### config.mk
export PLATFORM = sky130hd
export DESIGN_NAME = rr_datapath_arbiter
export DESIGN_NICKNAME = d
export VERILOG_FILES = /design/src/rtl/rr_datapath_arbiter.sv
export SDC_FILE = /design/constraint.sdc
export NUM_CORES = 1
export LEC_CHECK = 0
export ABC_AREA = 0
export CAP_MARGIN = 20
export CORE_ASPECT_RATIO = 2
export CORE_MARGIN = 4
export CORE_UTILIZATION = 25
export DETAILED_ROUTE_END_ITERATION = 7
export PLACE_DENSITY = 0.83
export SLEW_MARGIN = 15
export SYNTH_ARGS = -nofsm -noshare
export SYNTH_HDL_FRONTEND = slang
export SYNTH_SLANG_ARGS = --single-unit
### constraint.sdc
create_clock -name clk -period 2.9 [get_ports clk]
set_clock_uncertainty 0.2 [all_clocks]
set_input_delay 0.29 -clock clk [delete_from_list [all_inputs] [get_ports clk]]
set_output_delay 0.29 -clock clk [all_outputs]
set_load 0.02 [all_outputs]
### src/rtl/rr_datapath_arbiter.sv
// rtl/rr_datapath_arbiter.sv - round-robin burst arbiter onto one shared datapath
// Optional feature macro: ARB_BURST_LIMIT_EN (caps each grant at MAX_BEATS transfers)

module rr_datapath_muxn #(
  parameter int N    = 32,
  parameter int NREQ = 4
) (
  input  logic [NREQ-1:0]   sel,
  input  logic [NREQ*N-1:0] din,
  output logic [N-1:0]      dout
);
  // One-hot AND-OR select: an all-zero select yields zero, so idle never leaks data.
  always_comb begin
    dout = '0;
    for (int i = 0; i < NREQ; i++) begin
      if (sel[i]) dout = dout | din[i*N +: N];
    end
  end
endmodule

module rr_datapath_arbiter #(
  parameter int N         = 32,
  parameter int NREQ      = 4,
  parameter int MAX_BEATS = 8
) (
  input  logic              clk,
  input  logic              reset,
  input  logic [NREQ-1:0]   req,
  input  logic [NREQ-1:0]   last,
  input  logic [NREQ*N-1:0] data,
  output logic [NREQ-1:0]   req_ready,
  output logic              out_valid,
  output logic [N-1:0]      out_data,
  output logic              out_last,
  input  logic              out_ready,
  output logic [NREQ-1:0]   grant,
  output logic              busy
);
  localparam int PW = (NREQ > 1) ? $clog2(NREQ) : 1;
  localparam logic [PW:0] NREQ_W = (PW+1)'(NREQ);

  if (NREQ < 2 || NREQ > 8 || MAX_BEATS < 1) begin : g_bad_param
    $error("rr_datapath_arbiter: NREQ must be 2..8 and MAX_BEATS >= 1");
  end

  typedef enum logic {IDLE, OWN} state_t;

  state_t          state, state_nxt;
  logic [NREQ-1:0] grant_nxt;
  logic [PW-1:0]   ptr, ptr_nxt, own, own_nxt;
  logic [PW-1:0]   off, pick, own_inc;
  logic [PW:0]     sum;
  logic [NREQ-1:0] rot;
  logic            found;
  logic            xfer, release_g, limit_hit;

  // Rotate requests so the search always starts at ptr; lowest set bit wins.
  assign rot = NREQ'({req, req} >> ptr);

  always_comb begin
    off   = '0;
    found = 1'b0;
    for (int j = NREQ-1; j >= 0; j--) begin
      if (rot[j]) begin
        off   = PW'(j);
        found = 1'b1;
      end
    end
  end

  assign sum     = {1'b0, ptr} + {1'b0, off};
  assign pick    = (sum >= NREQ_W) ? PW'(sum - NREQ_W) : sum[PW-1:0];
  assign own_inc = (own == PW'(NREQ-1)) ? '0 : own + 1'b1;

  rr_datapath_muxn #(.N(N), .NREQ(NREQ)) u_mux (
    .sel  (grant),
    .din  (data),
    .dout (out_data)
  );

  assign busy      = (state == OWN);
  assign out_valid = |(req & grant);
  assign out_last  = |(last & grant) | (limit_hit & busy);
  assign req_ready = grant & {NREQ{out_ready}};
  assign xfer      = out_valid & out_ready;
  assign release_g = xfer & out_last;

`ifdef ARB_BURST_LIMIT_EN
  localparam int CW = $clog2(MAX_BEATS) + 1;
  logic [CW-1:0] beats;

  assign limit_hit = (beats == CW'(MAX_BEATS-1));

  always_ff @(posedge clk or posedge reset) begin
    if (reset)              beats <= '0;
    else if (state == IDLE) beats <= '0;
    else if (xfer)          beats <= beats + 1'b1;
  end
`else
  assign limit_hit = 1'b0;
`endif

  always_comb begin
    state_nxt = state;
    grant_nxt = grant;
    ptr_nxt   = ptr;
    own_nxt   = own;
    case (state)
      IDLE: begin
        if (found) begin
          state_nxt = OWN;
          grant_nxt = {{(NREQ-1){1'b0}}, 1'b1} << pick;
          own_nxt   = pick;
        end
      end
      OWN: begin
        if (release_g) begin
          state_nxt = IDLE;
          grant_nxt = '0;
          ptr_nxt   = own_inc;
        end
      end
      default: state_nxt = IDLE;
    endcase
  end

  always_ff @(posedge clk or posedge reset) begin
    if (reset) begin
      state <= IDLE;
      grant <= '0;
      ptr   <= '0;
      own   <= '0;
    end else begin
      state <= state_nxt;
      grant <= grant_nxt;
      ptr   <= ptr_nxt;
      own   <= own_nxt;
    end
  end
endmodule

==> results by group <==
Setup path
  • Slowest CP cell: dfrtp_1
  • CP endpoint kind: output pin
  • Worst reg2reg path endpoint: grant[1]
  • WS Path Type: flip-flop to output pin
  • Worst path max stage delay: between 0.7 and 0.8 ns
  • Setup crit start: grant[0]
  • Reg2reg start: ptr[0]
  • Critical path fanouts, max: 15
  • Cells along the critical path: buf_4 > a22oi_1 > nand2_1 > clkdlybuf4s50_1
  • Startpoint type of the worst setup path: flip-flop
  • CP arrival: 2.05 ns
  • Worst-case reg-to-reg path depth: 6
  • R2R Setup Slk: ~0.55 ns
  • CP required: about 2.4 ns

GRT
  • Initial antenna violation count: 0
  • Vias in the first global route: about 2.1k
  • Global-route wire length before repair: 10410 um
  • Largest net degree at the start of global routing: 32
  • GRT Total Usage: 0.2046
  • Gr ovfl total: 0

Detailed routing
  • Via density: around 5.3
  • Drt initial violations: 159
  • DRT antenna net count: 0
  • TritonRoute pass-1 iters: 4
  • Vias post-DR: 2174
  • Drt total wl: 7286 um
  • Routed length per instance: about 18 um
  • Remaining routing DRC violations: 0

Place
  • Routability cong.: 0.8119
  • IO Port Bufs: between 150 and 200
  • Hpwl dp: 6094 um

Logic synthesis
  • Post-Synthesis Cells: 183
  • Post-synthesis cell type count: 35
  • Synth Area in Compound Gates: 0.4857
  • Yosys reg bits: 9
  • Post-synth top area share: 0.3901
  • Seq/Total Area, Yosys: 0.1721
  • Synth Area per Inst: about 7.2 um2
  • Main combinational cell family by area after synthesis: compound AO/OA/AOI/OAI gates
  • Cell taking the most area after synthesis: a22oi_1
  • Mux cell area share after synthesis: 0.008604
  • Cell area after synthesis: between 1000 and 1500 um2
  • Synth Area in XOR/XNOR: 0.01912
  • Synth area leaders: a22oi_1 39%, dfrtp_1 17%, nand2_1 11%
  • Ys Warns: 0
  • Post-synthesis simple-gate area fraction: 0.2065
  • Synth Area in Adders: 0.01912
  • Syn Nets: 324

Clock tree
  • Clock Path Buffers: 2
  • H-Tree Depth: 1
  • Root Driver: clkbuf_8
  • Post-CTS Setup Bufs: 0
  • CTS tree: built
  • Post_cts resized: 0
  • Clk slew on worst S/H paths: 0.04 ns
  • Clk sinks: 9
  • Hold_buf cts: 0
  • Worst-Skew Late Latency: about 0.23 ns
  • Number of buffers created by CTS: 3

STA
  • Min Hold Slack: 0.1298 ns
  • Fin. max-slew vios: 0
  • Period utilisation layout: 0.8768
  • Maximum clock frequency: 393.3 MHz
  • Worst slew pin tran: a little over 0.6 ns
  • Worst slew margin: 0.5904
  • Setup_tns: 0 ns
  • Fin. Hold Viols: 0
  • Endpoints failing setup: 0
  • RSZ-0062 raised after global routing: no
  • Post-route minimum period: 2.543 ns

Floorplanning
  • CORE AREA: between 5000 and 6000 um2
  • DIE AREA: 6527 um2
  • Initial Util: 0.2570
  • Ports: 182
  • # rows: 37
  • DIE HEIGHT: 110.3 um
  • Chip Width: 59.16 um

Finish
  • NumNets Final: 498
  • Fraction of layout cells with a size suffix above 1: 0.05056
  • N_diodes: 0
  • Area delta synth->final: 146.5%

Power and ir drop
  • Pwr Density: 770.7 nW/um2
  • Maximum VDD drop: roughly 0.60 mV
  • Leak pwr: 1.316 nW
  • Pwr Total: approximately 2.5 mW

Worst hold path
  • HP Class: input port to async pin

Status
  • Outcome: finished clean

Flow run
  • Number of max-cap violations: 0
sequential cells by signal, summed over array words and instances, names as in the netlist:
| signal | cells |
|---|---|
| own | 2 |
| grant | 4 |
| busy | 1 |
| ptr | 2 |
cells in the mapped netlist (all sizes together):
library cell  number
a32o               1
nor2               7
inv                5
o32ai              2
mux2               1
xnor2              2
o31ai              2
o2111ai            1
a31o               1
a32oi              1
buf                9
nor4               1
nand3              2
or4                1
dfrtp              9
clkbuf            11
and3               2
nand2             39
and2               4
nor3               2
nand2b             2
or2                1
a22oi             68
o211ai             1
ha                 2
nand4              1
a21boi             1
a31oi              1
o21ai              3
worst max path at each step:
stage	cells after the start	end	slack, ns
floorplan	7	grant[1]	0.63
global placement	8	grant[1]	0.25
detailed placement	8	grant[1]	0.21
CTS	4	out_data[14]	0.33
global route	4	out_data[28]	0.26
finish	4	out_data[14]	0.36
worst max-delay path, delay by kind of cell (launching register included):
kind,cells,cell delay [ns]
compound gates,1,0.10
buf+inv,2,0.91
flops,1,0.73
simple gates,1,0.08
per-stage QoR:
step | utilization | cell area [um2] | std cells | worst slack [ns]
after floorplan | - | 1309 | 183 | 0.6311
after global placement | 0.6246 | 3181 | 410 | 0.2466
after detailed placement | 0.6246 | 3181 | 410 | 0.2090
after CTS | 0.6334 | 3226 | 414 | 0.3316
after global routing | 0.6334 | 3226 | 414 | 0.2578
final | 0.6334 | 3226 | 414 | 0.3573
report_power, final:
part	leakage (nW)	switching, mW	internal, mW
Clock	0.0228	0.0445	0.0953
Combinational	1.18	1.03	1.04
Sequential	0.113	0.108	0.174
Total	1.32	1.18	1.30
cells in the final DEF, fill, tap and decap left out, drive strengths merged, types with 2 or more instances in the layout:
cell	instances
clkdlybuf4s50	181
nand2	39
and3	2
dfrtp	9
o32ai	2
nand3	2
xnor2	2
inv	5
buf	8
and2	4
clkbuf	4
nor2	7
a22oi	68
o21ai	3
nand2b	2
o31ai	2
ha	2
nor3	2
cell type report:
type                    instances  area (um2)
fillers                       466        1867
clock buffers                   4       45.04
multi-input cells             149       967.2
inverters                       5       18.77
flip-flops and latches          9       225.2
well taps                      58       72.57
repair buffers                189        1897
cell families (layout without fill, tap and decap cells):
| logic type | count (synthesis) | after routing |
|---|---|---|
| buf+inv | 25 | 198 |
| fa+ha+maj | 2 | 2 |
| mux | 1 | 1 |
| flops | 9 | 9 |
| simple gates | 62 | 62 |
| xor+xnor | 2 | 2 |
| compound gates | 82 | 82 |
layer usage:
| metal | GRT usage | routed length (um) | vias up |
|---|---|---|---|
| li1 | - | - | 1054 |
| met1 | 0.2020 | 2392 | 992 |
| met2 | 0.4074 | 4030 | 122 |
| met3 | 0.05478 | 791 | 6 |
| met4 | 0.04052 | 72 | 0 |
| met5 | 0 | 0 | - |
Power figures use the tool's default switching activity.
